===== src/rtl/multicycle_control_unit_if.sv =====
// Control/datapath bundle for the multicycle MIPS32 control FSM.
// master = control unit (drives strobes), slave = datapath/memory side.
interface multicycle_control_unit_if;
  logic [5:0] opcode;
  logic       mem_ready;
  logic       pcWrite;
  logic       pcWriteCond;
  logic       iorD;
  logic       irWrite;
  logic       memRead;
  logic       memWrite;
  logic       memToReg;
  logic       regDst;
  logic       regWrite;
  logic       regWrite2;
  logic       aluSrcA;
  logic       branchNotE;
  logic       lui;
  logic       jal;
  logic [1:0] aluSrcB;
  logic [1:0] aluop;
  logic [1:0] pcSource;
  logic       instr_done;
  logic       fault;
  logic [3:0] state;

  modport master (
    input  opcode, mem_ready,
    output pcWrite, pcWriteCond, iorD, irWrite, memRead, memWrite, memToReg,
           regDst, regWrite, regWrite2, aluSrcA, branchNotE, lui, jal,
           aluSrcB, aluop, pcSource, instr_done, fault, state
  );

  modport slave (
    output opcode, mem_ready,
    input  pcWrite, pcWriteCond, iorD, irWrite, memRead, memWrite, memToReg,
           regDst, regWrite, regWrite2, aluSrcA, branchNotE, lui, jal,
           aluSrcB, aluop, pcSource, instr_done, fault, state
  );
endinterface


===== src/rtl/multicycle_control_unit.sv =====
// Multicycle MIPS32 main control FSM with memory-ready handshake, stall
// timeout, illegal-opcode policy and a sticky FAULT state.
module multicycle_control_unit #(
  parameter int unsigned MEM_TIMEOUT      = 15,
  parameter bit          FAULT_ON_ILLEGAL = 1'b1
) (
  input  logic                       clk,
  input  logic                       rst,
  multicycle_control_unit_if.master  bus
);

  localparam int unsigned CNT_W   = (MEM_TIMEOUT == 0) ? 1 : $clog2(MEM_TIMEOUT + 1);
  localparam int unsigned TO_LAST = (MEM_TIMEOUT == 0) ? 0 : MEM_TIMEOUT - 1;
  localparam logic [CNT_W-1:0] CNT_MAX = '1;

  localparam logic [5:0] OP_R   = 6'b000000;
  localparam logic [5:0] OP_LW  = 6'b100011;
  localparam logic [5:0] OP_SW  = 6'b101011;
  localparam logic [5:0] OP_BEQ = 6'b000100;
  localparam logic [5:0] OP_BNE = 6'b000101;
  localparam logic [5:0] OP_ORI = 6'b001101;
  localparam logic [5:0] OP_J   = 6'b000010;
  localparam logic [5:0] OP_JAL = 6'b000011;
  localparam logic [5:0] OP_LUI = 6'b001111;

  typedef enum logic [3:0] {
    S_FETCH    = 4'd0,
    S_DECODE   = 4'd1,
    S_MEM_ADDR = 4'd2,
    S_MEM_RD   = 4'd3,
    S_MEM_WB   = 4'd4,
    S_MEM_WR   = 4'd5,
    S_EXEC     = 4'd6,
    S_ALU_WB   = 4'd7,
    S_BRANCH   = 4'd8,
    S_JUMP     = 4'd9,
    S_IMM_EXEC = 4'd10,
    S_IMM_WB   = 4'd11,
    S_FAULT    = 4'd12
  } state_t;

  state_t           state_q, state_d;
  logic [CNT_W-1:0] cnt_q, cnt_d;
  logic             mem_state;
  logic             to_hit;

  // State and stall counter registers
  always_ff @(posedge clk or posedge rst) begin
    if (rst) begin
      state_q <= S_FETCH;
      cnt_q   <= '0;
    end else begin
      state_q <= state_d;
      cnt_q   <= cnt_d;
    end
  end

  // Next state, Moore strobes (plus mem_ready-gated ones), stall counter
  always_comb begin
    state_d         = state_q;
    cnt_d           = cnt_q;
    bus.pcWrite     = 1'b0;
    bus.pcWriteCond = 1'b0;
    bus.iorD        = 1'b0;
    bus.irWrite     = 1'b0;
    bus.memRead     = 1'b0;
    bus.memWrite    = 1'b0;
    bus.memToReg    = 1'b0;
    bus.regDst      = 1'b0;
    bus.regWrite    = 1'b0;
    bus.regWrite2   = 1'b0;
    bus.aluSrcA     = 1'b0;
    bus.branchNotE  = 1'b0;
    bus.lui         = 1'b0;
    bus.jal         = 1'b0;
    bus.aluSrcB     = 2'b00;
    bus.aluop       = 2'b00;
    bus.pcSource    = 2'b00;
    bus.instr_done  = 1'b0;
    bus.fault       = 1'b0;
    bus.state       = 4'd0;

    mem_state = (state_q == S_FETCH) || (state_q == S_MEM_RD) || (state_q == S_MEM_WR);
    to_hit    = (MEM_TIMEOUT != 0) && (cnt_q == CNT_W'(TO_LAST)) && !bus.mem_ready;

    // Reset forces every output low, including partial writeback strobes
    if (!rst) begin
      bus.state = 4'(state_q);
      case (state_q)
        S_FETCH: begin
          bus.memRead = 1'b1;
          bus.aluSrcB = 2'b01;
          if (bus.mem_ready) begin
            bus.irWrite = 1'b1;
            bus.pcWrite = 1'b1;
            state_d     = S_DECODE;
          end else if (to_hit) begin
            state_d = S_FAULT;
          end
        end
        S_DECODE: begin
          bus.aluSrcB = 2'b11;
          case (bus.opcode)
            OP_LW, OP_SW:   state_d = S_MEM_ADDR;
            OP_R:           state_d = S_EXEC;
            OP_BEQ, OP_BNE: state_d = S_BRANCH;
            OP_J, OP_JAL:   state_d = S_JUMP;
            OP_ORI, OP_LUI: state_d = S_IMM_EXEC;
            default: begin
              if (FAULT_ON_ILLEGAL) begin
                state_d = S_FAULT;
              end else begin
                bus.instr_done = 1'b1;
                state_d        = S_FETCH;
              end
            end
          endcase
        end
        S_MEM_ADDR: begin
          bus.aluSrcA = 1'b1;
          bus.aluSrcB = 2'b10;
          state_d     = (bus.opcode == OP_SW) ? S_MEM_WR : S_MEM_RD;
        end
        S_MEM_RD: begin
          bus.memRead = 1'b1;
          bus.iorD    = 1'b1;
          if (bus.mem_ready)  state_d = S_MEM_WB;
          else if (to_hit)    state_d = S_FAULT;
        end
        S_MEM_WB: begin
          bus.regWrite   = 1'b1;
          bus.memToReg   = 1'b1;
          bus.instr_done = 1'b1;
          state_d        = S_FETCH;
        end
        S_MEM_WR: begin
          bus.memWrite   = 1'b1;
          bus.iorD       = 1'b1;
          bus.instr_done = bus.mem_ready;
          if (bus.mem_ready)  state_d = S_FETCH;
          else if (to_hit)    state_d = S_FAULT;
        end
        S_EXEC: begin
          bus.aluSrcA = 1'b1;
          bus.aluop   = 2'b10;
          state_d     = S_ALU_WB;
        end
        S_ALU_WB: begin
          bus.regDst     = 1'b1;
          bus.regWrite   = 1'b1;
          bus.regWrite2  = 1'b1;
          bus.instr_done = 1'b1;
          state_d        = S_FETCH;
        end
        S_BRANCH: begin
          bus.aluSrcA     = 1'b1;
          bus.aluop       = 2'b01;
          bus.pcWriteCond = 1'b1;
          bus.pcSource    = 2'b01;
          bus.branchNotE  = (bus.opcode == OP_BNE);
          bus.instr_done  = 1'b1;
          state_d         = S_FETCH;
        end
        S_JUMP: begin
          bus.pcWrite    = 1'b1;
          bus.pcSource   = 2'b10;
          bus.jal        = (bus.opcode == OP_JAL);
          bus.regWrite   = (bus.opcode == OP_JAL);
          bus.instr_done = 1'b1;
          state_d        = S_FETCH;
        end
        S_IMM_EXEC: begin
          bus.aluSrcA = 1'b1;
          bus.aluSrcB = 2'b10;
          bus.aluop   = 2'b11;
          bus.lui     = (bus.opcode == OP_LUI);
          state_d     = S_IMM_WB;
        end
        S_IMM_WB: begin
          bus.regWrite   = 1'b1;
          bus.lui        = (bus.opcode == OP_LUI);
          bus.instr_done = 1'b1;
          state_d        = S_FETCH;
        end
        S_FAULT: begin
          bus.fault = 1'b1;
        end
        default: begin
          state_d = S_FAULT;
        end
      endcase
    end

    // Stall counter restarts on every state change and saturates
    if (state_d != state_q) begin
      cnt_d = '0;
    end else if (mem_state && !bus.mem_ready && (cnt_q != CNT_MAX)) begin
      cnt_d = cnt_q + CNT_W'(1);
    end
  end

endmodule

===== src/flat_wrapper.sv =====
// flat-port wrapper written by rule: the top's interface ports become plain ports
module multicycle_control_unit_flat 
#(
  parameter int unsigned MEM_TIMEOUT      = 15,
  parameter bit          FAULT_ON_ILLEGAL = 1'b1
)
  (clk, rst, bus_opcode, bus_mem_ready, bus_pcWrite, bus_pcWriteCond, bus_iorD, bus_irWrite, bus_memRead, bus_memWrite, bus_memToReg, bus_regDst, bus_regWrite, bus_regWrite2, bus_aluSrcA, bus_branchNotE, bus_lui, bus_jal, bus_aluSrcB, bus_aluop, bus_pcSource, bus_instr_done, bus_fault, bus_state);
  multicycle_control_unit_if bus_i ();
  input  logic clk;
  input  logic rst;
  input wire logic [$bits(bus_i.opcode)-1:0] bus_opcode;
  input wire logic [$bits(bus_i.mem_ready)-1:0] bus_mem_ready;
  output wire logic [$bits(bus_i.pcWrite)-1:0] bus_pcWrite;
  output wire logic [$bits(bus_i.pcWriteCond)-1:0] bus_pcWriteCond;
  output wire logic [$bits(bus_i.iorD)-1:0] bus_iorD;
  output wire logic [$bits(bus_i.irWrite)-1:0] bus_irWrite;
  output wire logic [$bits(bus_i.memRead)-1:0] bus_memRead;
  output wire logic [$bits(bus_i.memWrite)-1:0] bus_memWrite;
  output wire logic [$bits(bus_i.memToReg)-1:0] bus_memToReg;
  output wire logic [$bits(bus_i.regDst)-1:0] bus_regDst;
  output wire logic [$bits(bus_i.regWrite)-1:0] bus_regWrite;
  output wire logic [$bits(bus_i.regWrite2)-1:0] bus_regWrite2;
  output wire logic [$bits(bus_i.aluSrcA)-1:0] bus_aluSrcA;
  output wire logic [$bits(bus_i.branchNotE)-1:0] bus_branchNotE;
  output wire logic [$bits(bus_i.lui)-1:0] bus_lui;
  output wire logic [$bits(bus_i.jal)-1:0] bus_jal;
  output wire logic [$bits(bus_i.aluSrcB)-1:0] bus_aluSrcB;
  output wire logic [$bits(bus_i.aluop)-1:0] bus_aluop;
  output wire logic [$bits(bus_i.pcSource)-1:0] bus_pcSource;
  output wire logic [$bits(bus_i.instr_done)-1:0] bus_instr_done;
  output wire logic [$bits(bus_i.fault)-1:0] bus_fault;
  output wire logic [$bits(bus_i.state)-1:0] bus_state;
  assign bus_i.opcode = bus_opcode;
  assign bus_i.mem_ready = bus_mem_ready;
  assign bus_pcWrite = bus_i.pcWrite;
  assign bus_pcWriteCond = bus_i.pcWriteCond;
  assign bus_iorD = bus_i.iorD;
  assign bus_irWrite = bus_i.irWrite;
  assign bus_memRead = bus_i.memRead;
  assign bus_memWrite = bus_i.memWrite;
  assign bus_memToReg = bus_i.memToReg;
  assign bus_regDst = bus_i.regDst;
  assign bus_regWrite = bus_i.regWrite;
  assign bus_regWrite2 = bus_i.regWrite2;
  assign bus_aluSrcA = bus_i.aluSrcA;
  assign bus_branchNotE = bus_i.branchNotE;
  assign bus_lui = bus_i.lui;
  assign bus_jal = bus_i.jal;
  assign bus_aluSrcB = bus_i.aluSrcB;
  assign bus_aluop = bus_i.aluop;
  assign bus_pcSource = bus_i.pcSource;
  assign bus_instr_done = bus_i.instr_done;
  assign bus_fault = bus_i.fault;
  assign bus_state = bus_i.state;
  multicycle_control_unit #(.MEM_TIMEOUT(MEM_TIMEOUT), .FAULT_ON_ILLEGAL(FAULT_ON_ILLEGAL)) u_core (.clk(clk), .rst(rst), .bus(bus_i));
endmodule

===== config.mk =====
export PLATFORM = sky130hd
export DESIGN_NAME = multicycle_control_unit_flat
export DESIGN_NICKNAME = d
export VERILOG_FILES = /design/src/rtl/multicycle_control_unit_if.sv /design/src/rtl/multicycle_control_unit.sv /design/src/flat_wrapper.sv
export SDC_FILE = /design/constraint.sdc
export NUM_CORES = 1
export LEC_CHECK = 0
export ABC_AREA = 1
export CAP_MARGIN = 20
export CORE_ASPECT_RATIO = 1.25
export CORE_MARGIN = 4
export CORE_UTILIZATION = 41
export DETAILED_ROUTE_END_ITERATION = 10
export GPL_TIMING_DRIVEN = 0
export PLACE_DENSITY = 0.78
export SLEW_MARGIN = 0
export SYNTH_ARGS = -nofsm -noshare
export SYNTH_HDL_FRONTEND = slang
export SYNTH_SLANG_ARGS = --single-unit

===== constraint.sdc =====
create_clock -name clk -period 1.5 [get_ports clk]
set_input_delay 0.3 -clock clk [delete_from_list [all_inputs] [get_ports clk]]
set_output_delay 0.3 -clock clk [all_outputs]
set_load 0.05 [all_outputs]

==> key figures, run 1 <==
Setup path
  – Buffers and inverters on the worst path: 2
  – Crit path largest cell delay: 300 ps
  – CP delay by family, top: simple AND/OR/NAND/NOR gates
  – Critical Path Most Common Cell: sky130_fd_sc_hd__nand2_1
  – Type of element capturing the critical path: output port
  – Type of element launching the critical path: primary input
  – Reg-to-reg setup timing slack: -520 ps
  – Critical path data required time: 1200 ps
  – Data arrival, critical path: 1910 ps
  – Crit-path max FO: 5
  – Worst Path Class, Setup: in2out
  – Crit path cell chain: dlygate4sd2_1, nor2_4, nand3_1, nand2_1, nor2_1, nand2_1, nand2_1, nand2_1, nand3_2, nand2_4, buf_8
  – Worst-path cell with the longest stage delay: sky130_fd_sc_hd__dlygate4sd2_1

Placement
  – Placement Cell Area: 0.00166 mm²
  – Routability Congestion: 0.855
  – Placed wire-length estimate after detailed placement: 2730 µm
  – Count of input and output buffers: 34
  – Worst setup timing slack at the placement stage: -1430 ps
  – Dpl cells: 245

Run status
  – Outcome: finished with violations
  – Violations in the final reports: negative setup slack

Final layout
  – Final standard cell count with taps included and fillers excluded: 282
  – Cell area after layout: 0.00231 mm²
  – Fraction of layout cells with a size suffix above 1: 0.651
  – Layout overhead on the synthesized area: 119%
  – Antenna cell count: 0
  – Net count reported at finish: 261

Synthesis
  – Fraction of the mapped netlist area in simple logic gates: 0.584
  – Synth area leader: sky130_fd_sc_hd__dfrtp_1
  – Number of nets produced by synthesis: 189
  – Number of synthesized flops with an enable pin: 0
  – Synth Area in Adders: 0.0238
  – Fraction of the mapped netlist area in compound gates: 0.0784
  – Main flop type after synthesis: sky130_fd_sc_hd__dfrtp_1
  – Most instantiated library cell after synthesis: sky130_fd_sc_hd__nand2_1
  – Gate count after technology mapping: 178
  – Post-synthesis share of cell area spent on xor and xnor gates: 0.0166
  – Sequential fraction of the synthesis area: 0.190
  – Top cells by instance count after synthesis: 42 x sky130_fd_sc_hd__nand2_1, 34 x sky130_fd_sc_hd__nor2_1, 15 x sky130_fd_sc_hd__inv_1, 15 x sky130_fd_sc_hd__nand3_1, 10 x sky130_fd_sc_hd__nor3_1
  – Post-synthesis mux area share: 0
  – Main combinational cell family by area after synthesis: simple AND/OR/NAND/NOR gates
  – Area share of the largest cell type after synthesis: 0.190
  – Synth top area cells: sky130_fd_sc_hd__dfrtp_1 19%, sky130_fd_sc_hd__nand2_1 15%, sky130_fd_sc_hd__nor2_1 12%, sky130_fd_sc_hd__nand3_1 7.1%, sky130_fd_sc_hd__inv_1 5.3%
  – Number of warning messages in the yosys log: 0
  – Number of synthesized register bits: 8
  – Synthesized area divided by synthesized cell count: 5.92 µm²
  – Netlist area before placement: 0.00105 mm²
  – Share of flip-flops with an asynchronous set or reset after synthesis: 1.00
  – Synth unique cells: 30

Pwr
  – Largest voltage drop on the vdd net: 1.47 mV
  – Power density over the cells: 1580 mW/mm²
  – Static Leakage: 1.07 nW

Floorplanning
  – Floorplan row count: 20
  – I/O Pins: 35
  – Die area: 0.00345 mm²
  – Die span in y: 64.7 µm
  – Core region area: 0.00245 mm²
  – Starting density of the core: 0.430
  – X dimension of the die: 53.3 µm

Global routing
  – Pin count of the biggest net entering global routing: 18
  – Antenna violations before repair: 0
  – Gr usage total: 0.262
  – First-pass GRT wire length: 6880 µm
  – Number of global-route vias before repair: 1555
  – Total congestion overflow after global routing: 0

Detailed routing
  – DRC violations left: 0
  – Antenna Nets Post-Route: 0
  – Wire length reported by the detailed router: 6410 µm
  – DR pass1 iterations: 4
  – Detailed-route vias per instance: 6.24
  – Routed wire per std cell: 22.7 µm
  – Total number of vias: 1761
  – Iter 0 DRT Violations: 156

Clock network
  – Latest clock arrival within the worst-skew pair: 260 ps
  – Clock root buffer: sky130_fd_sc_hd__clkbuf_4
  – Worst-path clk slew: 60 ps
  – Clock buffer count from CTS: 3
  – Post-CTS Hold Fix Bufs: 0
  – Number of buffers on the longest clock path: 2
  – Max H-tree Level: 1
  – CTS Sinks: 8
  – TritonCTS clock tree: done

STA
  – Post-layout minimum cycle time: 2210 ps
  – Clock Skew: 10.5 ps
  – Max transition margin: 0.793
  – FMAX: 453 MHz
  – Unrepaired setup endpoints after global routing: yes
  – Number of pins with negative max-slew slack in the final report: 0
  – Post-layout worst setup margin: -706 ps
  – Tcrit/Tclk final: 1.47
  – Number of failing setup endpoints in the final timing report: 33
  – Hold violation total from the final report: 0
  – Worst-Margin Slew: 310 ps

Worst hold path
  – Hold Crit Class: in2async

Flow run
  – Maxcap violations: 0
==> layout make-up <==
cell class | count | area, µm²
Multi-Input combinational cell | 144 | 1180
Timing Repair Buffer | 67 | 664
Sequential cell | 8 | 203
Fill cell | 77 | 146
Inverter | 21 | 111
Buffer | 5 | 83.8
Tap cell | 33 | 41.3
Clock buffer | 4 | 26.3
==> report_power, final <==
part	internal, W	switching [W]
sequential	0.000273	0.0000962
combinational	0.00120	0.00191
clock	0.000102	0.0000748
==> sequential cells by signal (all words and copies together), names as in the netlist <==
signal          flops
u_core.cnt_q        4
u_core.state_q      4
==> stage by stage <==
stage | hold WS, ps | setup TNS, ps | util | total power [W]
floorplan | 127 | -3370 | - | 0.00173
global placement | 617 | -34050 | 0.675 | 0.00215
detailed placement | 627 | -34770 | 0.675 | 0.00218
CTS | 14.5 | -6330 | 0.852 | 0.00298
global route | 19.4 | -12290 | 0.940 | 0.00379
finish | 17.6 | -10270 | 0.940 | 0.00365
==> final timing paths <==
path	start	endpoint	depth (start not counted)
max	bus_opcode[2]	bus_instr_done	11
max reg2reg	u_core.state_q[3]	u_core.cnt_q[2]	12
min reg2reg	u_core.cnt_q[3]	u_core.cnt_q[3]	2
max in group asynchronous	rst	u_core.state_q[0]	2
min	rst	u_core.cnt_q[1]	2
min in group clk	rst	u_core.state_q[0]	3
==> cells by family (layout without fill, tap and decap cells) <==
logic type	Yosys count	count (layout)
fa+ha+maj	2	2
buf+inv	26	97
flops	8	8
simple gates	125	125
xor+xnor	2	2
compound gates	15	15
==> per-layer routing <==
layer	vias up	part of all wire	track usage
li1	723	-	-
met1	803	0.33	0.280
met2	173	0.48	0.480
met3	62	0.11	0.0345
met4	0	0.077	0.128
met5	-	0	0
==> worst reg2reg max path, stage by stage (launching register included) <==
cell                       delay, ps
sky130_fd_sc_hd__dfrtp_1         390
sky130_fd_sc_hd__buf_8           160
sky130_fd_sc_hd__nor2_4          210
sky130_fd_sc_hd__buf_4           150
sky130_fd_sc_hd__buf_6            90
sky130_fd_sc_hd__nand3_4         100
sky130_fd_sc_hd__nand2_2          90
sky130_fd_sc_hd__clkinv_1         90
sky130_fd_sc_hd__nand3_2          90
sky130_fd_sc_hd__nand3_1          90
sky130_fd_sc_hd__nand2_1         120
sky130_fd_sc_hd__nand3_2         150
sky130_fd_sc_hd__nor3_2          220
==> placed cells by master (no fill, tap or decap), types with 2 or more instances in the layout <==
master / instances
sky130_fd_sc_hd__nand2_1: 31
sky130_fd_sc_hd__buf_4: 29
sky130_fd_sc_hd__nor2_4: 23
sky130_fd_sc_hd__buf_6: 21
sky130_fd_sc_hd__buf_8: 11
sky130_fd_sc_hd__nand3_1: 11
sky130_fd_sc_hd__nor2_1: 11
sky130_fd_sc_hd__nand2_4: 9
sky130_fd_sc_hd__inv_1: 8
sky130_fd_sc_hd__nand3_2: 8
sky130_fd_sc_hd__nor2_2: 6
sky130_fd_sc_hd__nand2_2: 6
sky130_fd_sc_hd__dfrtp_1: 6
sky130_fd_sc_hd__inv_2: 5
sky130_fd_sc_hd__nor3_2: 5
sky130_fd_sc_hd__nor3_4: 4
sky130_fd_sc_hd__inv_4: 3
sky130_fd_sc_hd__a21oi_4: 3
sky130_fd_sc_hd__clkbuf_4: 3
sky130_fd_sc_hd__dlygate4sd2_1: 3
sky130_fd_sc_hd__clkbuf_2: 3
sky130_fd_sc_hd__clkinv_4: 2
sky130_fd_sc_hd__nand3_4: 2
sky130_fd_sc_hd__nor3_1: 2
sky130_fd_sc_hd__inv_8: 2
sky130_fd_sc_hd__nand2_8: 2
sky130_fd_sc_hd__nand4_1: 2
sky130_fd_sc_hd__o21ai_2: 2
sky130_fd_sc_hd__clkbuf_16: 2
sky130_fd_sc_hd__o21ai_0: 2
sky130_fd_sc_hd__a21oi_2: 2
sky130_fd_sc_hd__ha_1: 2
sky130_fd_sc_hd__dfrtp_2: 2
==> repair_timing <==
action                                  4_1_cts  5_1_grt
gates resized for setup                     253       42
endpoints found under the setup margin       34       31
pin swaps                                    17       19
buffers inserted                             24       10
Note: power is estimated with default switching activity, not from simulation.
==> inputs of run 2 (changes only) <==
- MAX_ROUTING_LAYER: not set -> met4
==> run 2 against run 1 <==
- the run still ends with negative setup slack left
- cell count up 1.4%
- sequential cell count unchanged
- clock power is essentially flat
- largest cell class unchanged
- highest routed layer unchanged
==> key figures, run 2 (synthesis gave the netlist of run 1 again) <==
Run status
  – Outcome: finished with violations
  – Violations in the final reports: negative setup slack

Global routing
  – First-pass GRT wire length: 7510 µm (+9.2%)
  – Number of global-route vias before repair: 1634 (+5.1%)
  – Pin count of the biggest net entering global routing: 18 (unchanged)
  – Antenna violations before repair: 0 (unchanged)
  – Gr usage total: 0.295 (+0.0326)
  – Total congestion overflow after global routing: 0 (unchanged)

Detailed routing
  – Highest metal layer with signal wires: met4
  – Iter 0 DRT Violations: 114 (-27%)
  – Routed length on met2: 3510 µm (+15%)
  – Total number of vias: 1807 (+2.6%)
  – DRC violations left: 0 (unchanged)
  – Detailed-route vias per instance: 6.32 (+1.2%)
  – Routed wire per std cell: 24.5 µm (+8.0%)
  – Wire length reported by the detailed router: 7020 µm (+9.5%)
  – Wl on met1: 2090 µm (-0.85%)
  – DR pass1 iterations: 5 (+1)
  – Antenna Nets Post-Route: 0 (unchanged)
  – Length of routed met3 wiring: 783 µm (+6.8%)

Floorplanning
  – I/O Pins: 35 (unchanged)
  – Die area: 0.00345 mm² (unchanged)
  – Starting density of the core: 0.430 (unchanged)
  – Core region area: 0.00245 mm² (unchanged)
  – X dimension of the die: 53.3 µm (unchanged)
  – Floorplan row count: 20 (unchanged)
  – Die span in y: 64.7 µm (unchanged)

STA
  – Clock Skew: 10.4 ps (-0.0940 ps)
  – Number of pins with negative max-slew slack in the final report: 0 (unchanged)
  – Unrepaired setup endpoints after global routing: yes
  – Number of failing setup endpoints in the final timing report: 33 (unchanged)
  – FMAX: 390 MHz (-14%)
  – Hold violation total from the final report: 0 (unchanged)
  – Tcrit/Tclk final: 1.71 (+0.239)
  – Max transition margin: 0.776 (-0.0170)
  – Post-layout minimum cycle time: 2560 ps (+358 ps)
  – Worst-Margin Slew: 336 ps (+25.9 ps)
  – Post-layout worst setup margin: -1060 ps (-358 ps)

Pwr
  – Combinational Power Share: 0.854 (+0.004)
  – Static Leakage: 1.08 nW (+0.76%)
  – Switch Pwr: 0.00212 W (+2.2%)
  – Share of total power in the clock network: 0.047 (about the same)
  – Largest voltage drop on the vdd net: 1.46 mV (-1.3%)
  – Flop pwr share: 0.100 (about the same)
  – Internal Dissipation: 0.00165 W (+4.7%)
  – Switching part of the total: 0.563 (-0.00584)
  – Power density over the cells: 1590 mW/mm² (+0.75%)

Final layout
  – Leading cell type in the layout, fill and taps excluded: sky130_fd_sc_hd__nand2_1
  – Antenna cell count: 0 (unchanged)
  – Net count reported at finish: 265 (+1.5%)
  – Fraction of layout cells with a size suffix above 1: 0.625 (-0.0261)
  – Cell area after layout: 0.00236 mm² (+2.5%)
  – Layout overhead on the synthesized area: 124%
  – Most frequent cells in the layout: 32 x sky130_fd_sc_hd__nand2_1, 30 x sky130_fd_sc_hd__buf_6, 27 x sky130_fd_sc_hd__buf_4
  – Registers with the highest flip-flop counts: u_core.cnt_q x4, u_core.state_q x4
  – Final standard cell count with taps included and fillers excluded: 286 (+1.4%)

Setup path
  – Data arrival, critical path: 2260 ps (+350 ps)
  – Critical path data required time: 1200 ps (about the same)
  – Crit-path max FO: 4 (-1)
  – Type of element launching the critical path: primary input
  – Worst Path Class, Setup: in2out
  – Type of element capturing the critical path: output port

Clock network
  – Clock root buffer: sky130_fd_sc_hd__clkbuf_4
  – Number of buffers on the longest clock path: 2 (unchanged)
  – Worst-path clk slew: 60 ps (about the same)
  – Max H-tree Level: 1 (unchanged)
  – Clock buffer count from CTS: 3 (unchanged)
  – CTS Sinks: 8 (unchanged)
  – Latest clock arrival within the worst-skew pair: 260 ps (about the same)
  – TritonCTS clock tree: done

Worst hold path
  – Hold Crit Class: in2async

Placement
  – Count of input and output buffers: 34 (unchanged)
  – Placement Cell Area: 0.00166 mm² (unchanged)
  – Placed wire-length estimate after detailed placement: 2720 µm (-0.39%)
  – Dpl cells: 245 (unchanged)
  – Routability Congestion: 0.876 (+2.4%)

Flow run
  – Maxcap violations: 0 (unchanged)
==> run 2: power by group through the flow <==
stage | registers, W | logic, W | clock network (W)
global route | 0.000375 | 0.00333 | 0.000197
floorplan | 0.000328 | 0.00141 | 0
finish | 0.000376 | 0.00322 | 0.000176
CTS | 0.000354 | 0.00250 | 0.000171
global placement | 0.000342 | 0.00181 | 0
detailed placement | 0.000345 | 0.00184 | 0
==> run 2: layout make-up <==
| class | instances | area, µm² |
|---|---|---|
| multi-input combinational | 144 | 1180 |
| timing repair buffer | 71 | 719 |
| sequential | 8 | 203 |
| inverter | 21 | 114 |
| fill | 50 | 88.8 |
| buffer | 5 | 80.1 |
| tap | 33 | 41.3 |
| clock buffer | 4 | 26.3 |
==> run 2: what timing repair did <==
item                                    in CTS  in global routing
setup buffers                               24                 15
endpoints found under the setup margin      34                 33
hold buffers                                 0                  0
endpoints found under the hold margin        0                  0
pin swaps                                   13                 23
gates resized for setup                    257                 35
==> run 2: metrics by stage <==
step | TNS (ps) | hold WS, ps | total power, W | setup slack (ps) | util
5_1_grt | -15350 | 36.6 | 0.00390 | -1140 | 0.964
3_5_place_dp | -35010 | 624 | 0.00218 | -1450 | 0.675
4_1_cts | -6600 | 26.2 | 0.00302 | -463 | 0.862
6_report | -13360 | 34.8 | 0.00377 | -1060 | 0.964
2_1_floorplan | -3370 | 127 | 0.00173 | -442 | -
3_3_place_gp | -34090 | 617 | 0.00215 | -1430 | 0.675
==> run 2: layer usage <==
layer / vias to the layer above / GRT usage
met2: 180 / 0.541
met5: - / -
met1: 832 / 0.288
li1: 728 / -
met3: 67 / 0.0506
met4: 0 / 0.134
==> run 2: worst paths after layout <==
path,start,to,slack [ps],cells after the start
min in group clk,rst,u_core.state_q[1],520,3
max in group asynchronous,rst,u_core.state_q[0],1290,2
max reg2reg,u_core.state_q[3],u_core.cnt_q[3],-530,11
max,bus_opcode[5],bus_instr_done,-1060,12
min reg2reg,u_core.cnt_q[3],u_core.cnt_q[3],700,2
min,rst,u_core.cnt_q[2],30,2
==> run 2: critical path: stages <==
cell and delay (ps):
sky130_fd_sc_hd__clkdlybuf4s15_1 370, sky130_fd_sc_hd__inv_1 140, sky130_fd_sc_hd__nor2_1 250, sky130_fd_sc_hd__nand3_1 180, sky130_fd_sc_hd__nand2_1 220, sky130_fd_sc_hd__nor2_1 140
sky130_fd_sc_hd__nand2_1 90, sky130_fd_sc_hd__nand2_1 80, sky130_fd_sc_hd__nand2_1 130, sky130_fd_sc_hd__nand3_2 130, sky130_fd_sc_hd__nand2_4 90, sky130_fd_sc_hd__buf_8 150
==> inputs of run 3 (changes only) <==
- clock period: 1.5 -> 2.2 ns (I/O delays scaled with it)
==> run 3 against run 2 <==
- the run now ends clean
- first-iteration DRC count shrank 79%
- clock power shrank 35%
- combinational power shrank 62%
- cell count shrank 9.4%
- worst setup slack gained 1100 ps
- non-clock buffer count shrank 26
- power shrank 58%
- largest cell class unchanged
- largest power group unchanged
==> key figures, run 3 (synthesis gave the netlist of run 1 again) <==
Run status
  – Outcome: completed

Global routing
  – Gr usage total: 0.205 (-0.0895)
  – Antenna violations before repair: 0 (unchanged)
  – Pin count of the biggest net entering global routing: 18 (unchanged)
  – First-pass GRT wire length: 5310 µm (-29%)
  – Number of global-route vias before repair: 1218 (-25%)
  – Total congestion overflow after global routing: 0 (unchanged)

Clock network
  – Clock buffer count from CTS: 3 (unchanged)
  – CTS Sinks: 8 (unchanged)
  – Max H-tree Level: 1 (unchanged)
  – Clock root buffer: sky130_fd_sc_hd__clkbuf_4
  – Worst-path clk slew: 60 ps (about the same)
  – TritonCTS clock tree: done
  – Number of buffers on the longest clock path: 2 (unchanged)
  – Latest clock arrival within the worst-skew pair: 260 ps (about the same)

Setup path
  – Worst-path cell with the longest stage delay: sky130_fd_sc_hd__dfrtp_1
  – Reg-to-reg setup timing slack: 420 ps (+950 ps)
  – Critical path launch point: u_core.state_q[1]
  – Worst reg2reg path depth: 10 (-1)
  – Crit-path max FO: 8 (+4)
  – Critical Path Most Common Cell: sky130_fd_sc_hd__buf_8
  – Startpoint of the worst-slack reg-to-reg timing path: u_core.state_q[2]
  – Crit path largest cell delay: 380 ps (about the same)
  – Buffers and inverters on the worst path: 3 (unchanged)
  – CP delay by family, top: simple AND/OR/NAND/NOR gates
  – Worst Path Class, Setup: reg2out
  – Data arrival, critical path: 1730 ps (-530 ps)
  – Critical path depth in cells: 8 (-4)
  – Critical path data required time: 1760 ps (+560 ps)
  – Type of element capturing the critical path: output port
  – Terminus of the critical flop-to-flop path: u_core.cnt_q[2]
  – Capture point of the critical path: bus_instr_done
  – Crit path cell chain: buf_8, clkinvlp_4, nand2_4, nor2_4, nand2_1, nand4_1, nand2_2, buf_8
  – Type of element launching the critical path: flop

Worst hold path
  – Hold Crit Class: in2async

Final layout
  – Layout overhead on the synthesized area: 58.0%
  – Net count reported at finish: 239 (-9.8%)
  – Filler cells: 258 (+420%)
  – Post-Route Utilization: 0.679 (-0.285)
  – Leading cell type in the layout, fill and taps excluded: sky130_fd_sc_hd__nand2_1
  – Multi-input combinational cell area: 861 µm² (-27%)
  – Antenna cell count: 0 (unchanged)
  – FF/Latch Area: 203 µm² (unchanged)
  – Fraction of layout cells with a size suffix above 1: 0.434 (-0.191)
  – Final standard cell count with taps included and fillers excluded: 259 (-9.4%)
  – Most frequent cells in the layout: 36 x sky130_fd_sc_hd__nand2_1, 25 x sky130_fd_sc_hd__nor2_1, 15 x sky130_fd_sc_hd__buf_4
  – Registers with the highest flip-flop counts: u_core.cnt_q x4, u_core.state_q x4

Pwr
  – Total power draw: 0.00159 W (-58%)
  – Largest voltage drop on the vdd net: 0.808 mV (-45%)
  – Static Leakage: 0.886 nW (-18%)
  – Power density over the cells: 955 mW/mm² (-40%)

STA
  – Tcrit/Tclk final: 0.988
  – FMAX: 460 MHz
  – Worst-Margin Slew: 491 ps (+156 ps)
  – Unrepaired setup endpoints after global routing: yes
  – Number of pins with negative max-slew slack in the final report: 0 (unchanged)
  – Number of failing setup endpoints in the final timing report: 0 (-100%)
  – Post-layout minimum cycle time: 2170 ps
  – Hold violation total from the final report: 0 (unchanged)
  – Clock Skew: 6.61 ps (-3.76 ps)
  – Max transition margin: 0.674 (-0.102)

Floorplanning
  – Floorplan row count: 20 (unchanged)
  – X dimension of the die: 53.3 µm (unchanged)
  – Core region area: 0.00245 mm² (unchanged)
  – I/O Pins: 35 (unchanged)
  – Die span in y: 64.7 µm (unchanged)
  – Die area: 0.00345 mm² (unchanged)
  – Starting density of the core: 0.430 (unchanged)

Placement
  – Routability Congestion: 0.892 (+1.8%)
  – Placed wire-length estimate after detailed placement: 2560 µm (-5.8%)
  – Count of input and output buffers: 34 (unchanged)
  – Dpl cells: 245 (unchanged)

Detailed routing
  – Detailed-route vias per instance: 5.12 (-19%)
  – Iter 0 DRT Violations: 24 (-79%)
  – DRC violations left: 0 (unchanged)
  – Antenna Nets Post-Route: 0 (unchanged)
  – Routed wire per std cell: 13.9 µm (-43%)
  – DR pass1 iterations: 4 (-1)
  – Wire length reported by the detailed router: 3610 µm (-49%)
  – Total number of vias: 1327 (-27%)

Flow run
  – Maxcap violations: 0 (unchanged)
==> run 3: cell count changes in the layout (fill, tap and decap cells not counted), moves of 5 or more <==
cell / before / now
sky130_fd_sc_hd__clkdlybuf4s15_2: 0 / 6
sky130_fd_sc_hd__nand2_4: 9 / 4
sky130_fd_sc_hd__buf_6: 30 / 4
sky130_fd_sc_hd__nor3_1: 1 / 7
sky130_fd_sc_hd__dlymetal6s2s_1: 0 / 5
sky130_fd_sc_hd__buf_2: 1 / 7
sky130_fd_sc_hd__buf_4: 27 / 15
sky130_fd_sc_hd__nor2_1: 12 / 25
sky130_fd_sc_hd__nor2_2: 4 / 9
sky130_fd_sc_hd__nor2_4: 24 / 6
sky130_fd_sc_hd__buf_8: 8 / 2
==> run 3: worst reg2reg max path: cells and delay by family (launching register included) <==
kind / cells / cell delay, ps
AND/OR/NAND/NOR: 8 / 1010
flip-flops: 1 / 480
buffers and inverters: 2 / 210
==> run 3: routing by layer <==
layer,share of wire,track usage
met2,0.54,0.370
met1,0.40,0.237
met3,0.045,0.0138
met4,0.017,0.0575
met5,0,-
==> run 3: what timing repair did <==
action | CTS | global route
pin swaps | 1 | 7
gates cloned | 0 | 0
resized for setup | 119 | 59
setup buffers | 0 | 11
setup endpoints to repair | 26 | 23
hold buffers | 0 | 0
==> run 3: worst min path at each step <==
stage / depth (start not counted) / to / slack [ps]
floorplan: 1 / u_core.cnt_q[0] / 270
global placement: 2 / u_core.cnt_q[3] / 610
detailed placement: 2 / u_core.cnt_q[3] / 610
CTS: 2 / u_core.state_q[2] / 530
global route: 3 / u_core.state_q[2] / 330
finish: 3 / u_core.state_q[2] / 320
==> run 3: cell type report <==
| type | count | area share |
|---|---|---|
| Multi-Input combinational cell | 144 | 0.517 |
| Timing Repair Buffer | 45 | 0.234 |
| Sequential cell | 8 | 0.122 |
| Inverter | 21 | 0.0556 |
| Buffer | 5 | 0.0331 |
| Tap cell | 33 | 0.0248 |
| Clock buffer | 3 | 0.0135 |
==> run 3: power by group <==
group          leakage [nW]  total [W]  switching, W  internal [W]
registers             0.104   0.000253     0.0000665      0.000186
clock network        0.0138   0.000114     0.0000518     0.0000625
logic                 0.769    0.00122      0.000833      0.000390
==> run 3: stage by stage <==
step / hold WS (ps) / worst slack (ps) / cell area [µm²] / setup TNS (ps)
after floorplan: 267 / -282 / 1090 / -453
after global placement: 614 / -944 / 1470 / -18380
after detailed placement: 613 / -958 / 1470 / -19210
after CTS: 535 / -242 / 1490 / -1030
after global routing: 333 / -68.2 / 1660 / -143
final: 323 / 27.4 / 1660 / 0
